## src/rtl/pipe_ctrl_pkg.sv

```systemverilog
`default_nettype none
// ============================================================================
// Module      : pipe_ctrl_pkg
// Description : Shared types and constants for the pipeline hazard
//               controller: state encoding, default timeout and counter width.
// Revision    : 1.0 - initial release
// ============================================================================
package pipe_ctrl_pkg;

    // Controller states: normal flow, or parked behind a multi-cycle MDU op
    typedef enum logic [0:0] {
        ST_RUN      = 1'b0,
        ST_MDU_WAIT = 1'b1
    } state_e;

    localparam int STATE_W         = 1;
    localparam int MDU_TMO_DEFAULT = 255;
    localparam int CNT_W_DEFAULT   = 32;

    // Width of a counter able to hold the value tmo (never below one bit)
    function automatic int wait_cnt_width(input int tmo);
        return (tmo < 2) ? 1 : $clog2(tmo + 1);
    endfunction

endpackage
`default_nettype wire

```

## src/rtl/pipe_ctrl_gnrl_dff.sv

```systemverilog
`default_nettype none
// ============================================================================
// Module      : gnrl_dff
// Description : Generic register with synchronous active-high reset to a
//               parameterised value and an active-high hold (load disable).
// Revision    : 1.0 - initial release
// ============================================================================
module gnrl_dff #(
    parameter int             W       = 1,
    parameter logic [W-1:0]   RST_VAL = '0
) (
    input  logic         clk,
    input  logic         rst,
    input  logic         hold,
    input  logic [W-1:0] d,
    output logic [W-1:0] q
);

    // Reset wins; otherwise load every cycle unless held
    always_ff @(posedge clk) begin
        if (rst) begin
            q <= RST_VAL;
        end else if (!hold) begin
            q <= d;
        end
    end

endmodule
`default_nettype wire

```

## src/rtl/pipe_ctrl.sv

```systemverilog
`default_nettype none
// ============================================================================
// Module      : pipe_ctrl
// Description : Five-stage pipeline hazard controller. Resolves, in priority
//               order, data-bus stalls, multi-cycle MDU stalls, taken jumps
//               and load-use hazards into hold/flush/redirect controls, and
//               keeps stall/flush performance counters.
//               Build option: define PIPE_CTRL_MDU_EN to enable the MDU wait
//               state, its wait counter and the mdu_timeout abort pulse.
// Revision    : 1.0 - initial release
// ============================================================================
module pipe_ctrl
    import pipe_ctrl_pkg::*;
#(
    parameter int MDU_TMO = MDU_TMO_DEFAULT,
    parameter int CNT_W   = CNT_W_DEFAULT
) (
    input  logic             clk,
    input  logic             rst,
    input  logic [4:0]       id_rs1_raddr,
    input  logic [4:0]       id_rs2_raddr,
    input  logic             id_rs1_ren,
    input  logic             id_rs2_ren,
    input  logic [4:0]       ex_rd_waddr,
    input  logic             ex_load,
    input  logic             ex_jump,
    input  logic [31:0]      ex_jump_addr,
    input  logic             mem_busy,
    input  logic             mdu_start,
    input  logic             mdu_done,
    output logic             hold_pc,
    output logic             hold_ifid,
    output logic             hold_idex,
    output logic             hold_exmem,
    output logic             flush_ifid,
    output logic             flush_idex,
    output logic             pc_set,
    output logic [31:0]      pc_set_addr,
    output logic             mdu_timeout,
    output logic [CNT_W-1:0] stall_cnt,
    output logic [CNT_W-1:0] flush_cnt
);

`ifdef PIPE_CTRL_MDU_EN
    localparam bit c_mdu_en = 1'b1;
`else
    localparam bit c_mdu_en = 1'b0;
`endif

    localparam int                  c_wait_w   = wait_cnt_width(MDU_TMO);
    localparam logic [c_wait_w-1:0] c_wait_max = c_wait_w'(MDU_TMO);

    logic [STATE_W-1:0]  r_state_bits;
    state_e              r_state;
    state_e              w_state_d;
    logic [c_wait_w-1:0] r_wait_cnt;
    logic [c_wait_w-1:0] w_wait_d;
    logic [CNT_W-1:0]    r_stall_cnt;
    logic [CNT_W-1:0]    r_flush_cnt;
    logic [CNT_W-1:0]    w_stall_d;
    logic [CNT_W-1:0]    w_flush_d;
    logic                w_load_use;
    logic                w_mdu_stall;

    assign r_state = state_e'(r_state_bits);

    // Instruction in ID needs a register the load in EX has not produced yet
    assign w_load_use = ex_load && (ex_rd_waddr != 5'd0) &&
                        ((id_rs1_ren && (id_rs1_raddr == ex_rd_waddr)) ||
                         (id_rs2_ren && (id_rs2_raddr == ex_rd_waddr)));

    // Hazard resolution and next state, purely from state and current inputs
    always_comb begin
        hold_pc     = 1'b0;
        hold_ifid   = 1'b0;
        hold_idex   = 1'b0;
        hold_exmem  = 1'b0;
        flush_ifid  = 1'b0;
        flush_idex  = 1'b0;
        pc_set      = 1'b0;
        pc_set_addr = 32'd0;
        mdu_timeout = 1'b0;
        w_mdu_stall = 1'b0;
        w_state_d   = r_state;
        w_wait_d    = r_wait_cnt;

        if (!rst) begin
            if (mem_busy) begin
                // Bus stall freezes everything, including the MDU wait count
                hold_pc    = 1'b1;
                hold_ifid  = 1'b1;
                hold_idex  = 1'b1;
                hold_exmem = 1'b1;
            end else begin
                if (c_mdu_en && (r_state == ST_RUN)) begin
                    if (mdu_start && !mdu_done) begin
                        w_mdu_stall = 1'b1;
                        w_state_d   = ST_MDU_WAIT;
                        w_wait_d    = '0;
                    end
                end else if (c_mdu_en && (r_state == ST_MDU_WAIT)) begin
                    if (mdu_done) begin
                        w_state_d = ST_RUN;
                        w_wait_d  = '0;
                    end else if (r_wait_cnt == c_wait_max) begin
                        // Give up on the unit: release the pipe and flag it
                        mdu_timeout = 1'b1;
                        w_state_d   = ST_RUN;
                        w_wait_d    = '0;
                    end else begin
                        w_mdu_stall = 1'b1;
                        w_wait_d    = r_wait_cnt + 1'b1;
                    end
                end

                if (w_mdu_stall) begin
                    hold_pc    = 1'b1;
                    hold_ifid  = 1'b1;
                    hold_idex  = 1'b1;
                    hold_exmem = 1'b1;
                end else if (ex_jump) begin
                    // Jump squashes any load-use bubble: the ID instruction dies
                    flush_ifid  = 1'b1;
                    flush_idex  = 1'b1;
                    pc_set      = 1'b1;
                    pc_set_addr = ex_jump_addr;
                end else if (w_load_use) begin
                    hold_pc    = 1'b1;
                    hold_ifid  = 1'b1;
                    flush_idex = 1'b1;
                end
            end
        end
    end

    // Performance counter increments, wrapping naturally at 2^CNT_W
    always_comb begin
        w_stall_d = r_stall_cnt + CNT_W'(hold_pc);
        w_flush_d = r_flush_cnt + CNT_W'(pc_set);
    end

    gnrl_dff #(
        .W       (STATE_W),
        .RST_VAL (STATE_W'(ST_RUN))
    ) u_state_dff (
        .clk  (clk),
        .rst  (rst),
        .hold (1'b0),
        .d    (STATE_W'(w_state_d)),
        .q    (r_state_bits)
    );

    gnrl_dff #(
        .W       (c_wait_w),
        .RST_VAL ('0)
    ) u_wait_dff (
        .clk  (clk),
        .rst  (rst),
        .hold (1'b0),
        .d    (w_wait_d),
        .q    (r_wait_cnt)
    );

    gnrl_dff #(
        .W       (CNT_W),
        .RST_VAL ('0)
    ) u_stall_dff (
        .clk  (clk),
        .rst  (rst),
        .hold (1'b0),
        .d    (w_stall_d),
        .q    (r_stall_cnt)
    );

    gnrl_dff #(
        .W       (CNT_W),
        .RST_VAL ('0)
    ) u_flush_dff (
        .clk  (clk),
        .rst  (rst),
        .hold (1'b0),
        .d    (w_flush_d),
        .q    (r_flush_cnt)
    );

    assign stall_cnt = r_stall_cnt;
    assign flush_cnt = r_flush_cnt;

endmodule
`default_nettype wire

```

## config.mk

```make
export PLATFORM = sky130hd
export DESIGN_NAME = pipe_ctrl
export DESIGN_NICKNAME = d
export VERILOG_FILES = /design/src/rtl/pipe_ctrl_pkg.sv /design/src/rtl/pipe_ctrl_gnrl_dff.sv /design/src/rtl/pipe_ctrl.sv
export SDC_FILE = /design/constraint.sdc
export NUM_CORES = 1
export LEC_CHECK = 0
export ABC_CLOCK_PERIOD_IN_PS = 4700
export CORE_ASPECT_RATIO = 1.75
export CORE_MARGIN = 2
export CORE_UTILIZATION = 30
export CTS_CLUSTER_SIZE = 14
export DETAILED_ROUTE_END_ITERATION = 7
export HOLD_SLACK_MARGIN = 0.03
export SETUP_SLACK_MARGIN = 0.05
export SLEW_MARGIN = 20
export SYNTH_ARGS = -nofsm -noshare
export SYNTH_HDL_FRONTEND = slang
export SYNTH_SLANG_ARGS = --single-unit
```

## constraint.sdc

```tcl
create_clock -name clk -period 4.7 [get_ports clk]
set_clock_uncertainty 0.1 [all_clocks]
set_input_delay 1.175 -clock clk [delete_from_list [all_inputs] [get_ports clk]]
set_output_delay 1.175 -clock clk [all_outputs]
set_load 0.02 [all_outputs]
```

==> results.toml, run 1 <==
[drt]
first_iter_violations = 116
vias = 3525
viasPerCell = 5.16
antenna_left = 0
wire_per_inst_um = 14.4
drt_pass1_iterations = 4
wirelength_mm = 9.82
drc = 0

[floorplan]
rows = 52
die_h_um = 147
num_io_pins = 160
core_um2 = 11500
initial_core_util_pct = 30.4
die_w_um = 85.5
die-area_um2 = 12500

[clocking]
cts.sinks = 64
cts_root_buf = "clkbuf_16"
cts.clk_slew.worst_paths_ns = 0.06
clkLatencyLatePin_ns = 0.33
cts_buffers = 9
cts_max_path_buffers = 2
cts_tree = "yes"
htreeDepth = 3
post-cts-setup-buffers = 0

[synthesis]
synth-async-reset-ratio_pct = 0
synthFlopType = "dfxtp_1"
synth_seq_cells = 64
synth.net_count = 459
ys_warn_count = 0
synth_area_per_cell_um2 = 8.73
ys_seq_area_share_pct = 36.8
netlist_instances = 399
synth-edff-count = 0
ys_types = 37
synth_area_um2 = 3480

[worst_hold_path]
min_to = "u_stall_dff.q[31]"
hold_class = "reg2reg"
min_from = "u_stall_dff.q[31]"
worstHoldPathCells = 2

[layout]
drive_gt1_share_pct = 6.20
syn2layout_area_growth_pct = 54.2
final-seq-area_um2 = 1280
diodes = 0
multi_input_area_um2 = 2040
nFillCells = 1149
fin_nets = 604
final_area_um2 = 5370

[power]
p_per_area_nw_per_um2 = 238
p_leak_nw = 1.89
irDropWorstVdd_uv = 148

[timing]
period_needed_ns = 4.52
max_freq_mhz = 221
tns_ns = 0
finalSetupViolCount = 0
hold_violations = 0
tightest_slew_ns = 0.598
rsz0062_at_grt = "false"
final.period_utilization_pct = 96.2
slew_headroom_pct = 60.0
slew_viol_final = 0

[global_routing]
grt_max_degree = 56
antenna_found_initial = 0
grt_pass1_wl_mm = 16.3
grt_pass1_vias = 3430
grt_overflow = 0
track_usage_pct = 15.9

[place]
place_area_um2 = 5090
globalplace.congestion = 0.768
dp_hpwl_mm = 7.50
portBuffers = 156

[critical_path]
r2r_start = "u_flush_dff.q[0]"
critical_path.max_fanout = 3
reg2regPathDepth = 6
cp.required_ns = 3.42
arrival_ns = 3.25
reg2reg_slack_ns = 2.48
r2r-end = "u_flush_dff.q[24]"
crit_path_end_kind = "output port"
crit_path_start_kind = "primary input"
critPathKind = "in2out"

[status]
status = "completed"

[flow_run]
maxCapViolations = 0
## critical path, cell delays in order
cell and delay, ns:
clkdlybuf4s50_1 0.47, xor2_1 0.18, nor4_1 0.28, a32oi_1 0.17, o21bai_1 0.30, clkdlybuf4s50_1 0.67
## how the worst max path moves through the flow
stage                             end            from  slack, ns
CTS                        flush_idex  ex_rd_waddr[3]       0.14
detailed placement         flush_idex  ex_rd_waddr[3]       0.14
global route                  hold_pc  ex_rd_waddr[3]       0.05
floorplan           u_flush_dff.q[30]             rst       0.83
global placement           flush_idex  ex_rd_waddr[3]       0.16
finish                        hold_pc  ex_rd_waddr[3]       0.18
## where the power goes
| group | leakage [nW] | total, mW | switching (mW) | internal (mW) |
|---|---|---|---|---|
| logic | 1.23 | 0.119 | 0.0498 | 0.0696 |
| registers | 0.516 | 0.546 | 0.00144 | 0.545 |
| clock network | 0.141 | 0.611 | 0.233 | 0.378 |
| total | 1.89 | 1.28 | 0.284 | 0.993 |
## per-stage QoR
| step | setup WS, ns | hold WS (ns) | std cells | power [mW] | util (%) |
|---|---|---|---|---|---|
| floorplan | 0.829 | 0.451 | 399 | 0.604 | - |
| global placement | 0.165 | 0.364 | 668 | 0.678 | 44.5 |
| detailed placement | 0.144 | 0.379 | 668 | 0.679 | 44.5 |
| CTS | 0.139 | 0.387 | 683 | 1.30 | 46.9 |
| global route | 0.0514 | 0.401 | 683 | 1.32 | 46.9 |
| finish | 0.177 | 0.380 | 683 | 1.28 | 46.9 |
## area by class of cell
type                       count  share of cell area [%]
tap                          135                    3.14
clock buffer                  11                    4.71
sequential                    64                    23.9
multi-input combinational    303                    38.0
clock inverter                 4                   0.373
timing repair buffer         158                    29.4
inverter                       8                   0.559
## state kept, by name, indices dropped and copies added (netlist names)
name / flops
u_flush_dff.q: 32
u_stall_dff.q: 32
## per-layer routing
layer  share of wire (%)  up-vias  GRT usage (%)  wire [um]
met4                 2.0        0           6.75        193
met2                  52      141           28.3       5110
met5                   0        -              0          0
met1                  37     1634           16.6       3660
li1                    -     1735              -          -
met3                 8.8       15           5.71        860
## placed cells by master, fill, tap and decap left out, types with 10 or more instances in the layout
cell type	n
clkdlybuf4s50_1	153
dfxtp_1	64
and2_1	35
a21oi_1	31
nor2_1	29
or4_1	23
o31ai_1	22
xor2_1	20
nand3_1	17
nand2_1	15
xnor2_1	14
nand4_1	14
and4_1	11
o21ai_0	10
or3_1	10
nor2b_1	10
## timing repair
action / CTS / global route
endpoints found under the setup margin: 0 / 3
gates resized for setup: 0 / 2
hold buffers: 0 / 0
## logic make-up (layout without fill, tap and decap cells)
kind of cell,count (synthesis),in the layout,share of synthesized area [%]
multiplexers,5,5,1.62
flip-flops,64,64,36.8
AND/OR/NAND/NOR,193,193,35.4
other,1,1,0.108
adder cells (fa/ha/maj),4,4,1.44
AO/OA/AOI/OAI,66,66,11.4
buffers and inverters,32,181,4.74
XOR/XNOR,34,34,8.55
## cells in the mapped netlist, types with 2 or more instances
library cell	instances	area, um2
buf_1	4	15.0
xnor2_1	14	123
or4_1	23	173
nand4_1	14	87.6
nand3_1	17	85.1
nor4_1	5	31.3
buf_6	3	33.8
o21ai_0	10	50.1
nor2b_1	10	62.6
ha_1	4	50.1
clkbuf_1	7	26.3
and2_1	35	219
nor3b_1	2	15.0
mux2_2	5	56.3
or3_1	10	62.6
nor2_1	29	109
xor2_1	20	175
a21oi_1	31	155
inv_1	8	30.0
dfxtp_1	64	1280
o31ai_1	22	165
buf_4	4	30.0
and3_1	6	37.5
and4_1	11	96.3
nor3_1	5	25.0
nand2_1	15	56.3
buf_2	6	30.0
nand4_4	6	128
(Power assumes the default switching activity.)
==> run 2, diff against run 1 <==
- CORE_UTILIZATION: 30 -> 42
- PLACE_DENSITY: default -> 0.81
==> run 2 against run 1 <==
Net effect:
- setup slack got worse by 0.051 ns
- core utilization grew 18 points
- wire length up 1.1%
- sequential share of layout area about the same
- largest power group unchanged
- critical path depth unchanged
==> results.toml, run 2 (synthesized netlist as in run 1, its figures left out) <==
[clocking]
cts_root_buf = "clkbuf_16"
clkLatencyLatePin_ns = 0.33
cts.clk_slew.worst_paths_ns = 0.05
cts_max_path_buffers = 2
cts_hold_buf = 0
cts_buffers = 9
htreeDepth = 3
cts_tree = "yes"
cts.sinks = 64

[global_routing]
antenna_found_initial = 0
grt_max_degree = 68
grt_overflow = 0
grt_pass1_vias = 3446
track_usage_pct = 22.5
grt_pass1_wl_mm = 16.2

[layout]
diodes = 0
syn2layout_area_growth_pct = 54.0
mostFrequentLayoutCell = "clkdlybuf4s50_1"
final_area_um2 = 5370
post_layout_nonfiller_instances = 642
drive_gt1_share_pct = 6.00
layout_common_cells = "clkdlybuf4s50_1, dfxtp_1, and2_1"
fin_nets = 605
post-route-util_pct = 65.4
largestRegisters = "u_flush_dff.q: 32 flops, u_stall_dff.q: 32 flops"

[timing]
final.period_utilization_pct = 97.3
tightest_slew_ns = 0.699
finalSetupViolCount = 0
slew_viol_final = 0
rsz0062_at_grt = "false"
layout_setup_ws_ns = 0.126
max_freq_mhz = 219
slew_headroom_pct = 53.4
hold_violations = 0
tns_ns = 0
period_needed_ns = 4.57
hold_slack_ns = 0.391

[critical_path]
critical_path.max_fanout = 3
crit_path_end_kind = "output port"
crit_path_start_kind = "primary input"
cp.required_ns = 3.42
critPathKind = "in2out"
arrival_ns = 3.30

[power]
p_per_area_nw_per_um2 = 256
power_frac_comb_pct = 8.8
pwr-share-seq_pct = 39.8
p_sw_mw = 0.282
swShare_pct = 20.5
irDropWorstVdd_uv = 193
p_leak_nw = 1.89
intPower_mw = 1.09
power_mw = 1.37
clockPowerShare_pct = 51.4

[place]
dp_hpwl_mm = 7.61
globalplace.congestion = 0.884
portBuffers = 156
placed_cells = 626
place_area_um2 = 5050
place_ws_ns = 0.115

[status]
status = "completed"

[drt]
drc = 0
first_iter_violations = 165
wirelength_mm = 9.93
vias = 3535
drt_pass1_iterations = 6
antenna_left = 0
wire_per_inst_um = 15.5
viasPerCell = 5.51

[floorplan]
initial_core_util_pct = 42.5
rows = 44
num_io_pins = 160
die_w_um = 72.8
die-area_um2 = 9070
die_h_um = 124
core_um2 = 8200

[flow_run]
maxCapViolations = 0

[worst_hold_path]
hold_class = "reg2reg"
[run 2: per-layer routing]
| metal | GRT usage [%] | share of wire [%] | vias to the layer above |
|---|---|---|---|
| li1 | - | - | 1740 |
| met4 | 7.95 | 1.9 | 0 |
| met1 | 25.0 | 38 | 1615 |
| met2 | 38.8 | 51 | 163 |
| met3 | 7.52 | 8.6 | 17 |
| met5 | 0 | 0 | - |
[run 2: critical path: stages]
cell	delay [ns]
clkdlybuf4s50_1	0.46
xor2_1	0.18
nor4_1	0.33
a32oi_1	0.19
o21bai_1	0.29
clkdlybuf4s50_1	0.67
[run 2: layout make-up]
cell class / count / area, um2
tap: 92 / 115
clock inverter: 3 / 65.1
clock buffer: 13 / 250
fill: 662 / 2840
sequential: 64 / 1280
timing repair buffer: 159 / 1580
inverter: 8 / 30.0
multi-input combinational: 303 / 2040
[run 2: final timing paths]
path	start	endpoint	slack [ns]	depth (start not counted)
min	u_stall_dff.q[31]	u_stall_dff.q[31]	0.39	2
max reg2reg	u_stall_dff.q[17]	u_stall_dff.q[31]	2.45	4
min reg2reg	u_stall_dff.q[31]	u_stall_dff.q[31]	0.39	2
max	ex_rd_waddr[3]	hold_pc	0.13	6
[run 2: what timing repair did]
item,in CTS,in global routing
resized for setup,0,1
endpoints found under the setup margin,0,1
setup buffers,0,0
endpoints found under the hold margin,0,0
[run 2: power groups by stage]
stage,logic (mW),registers [mW],clock network (mW)
finish,0.121,0.546,0.707
global route,0.130,0.546,0.748
CTS,0.122,0.546,0.723
detailed placement,0.122,0.558,0
global placement,0.120,0.558,0
floorplan,0.0446,0.560,0
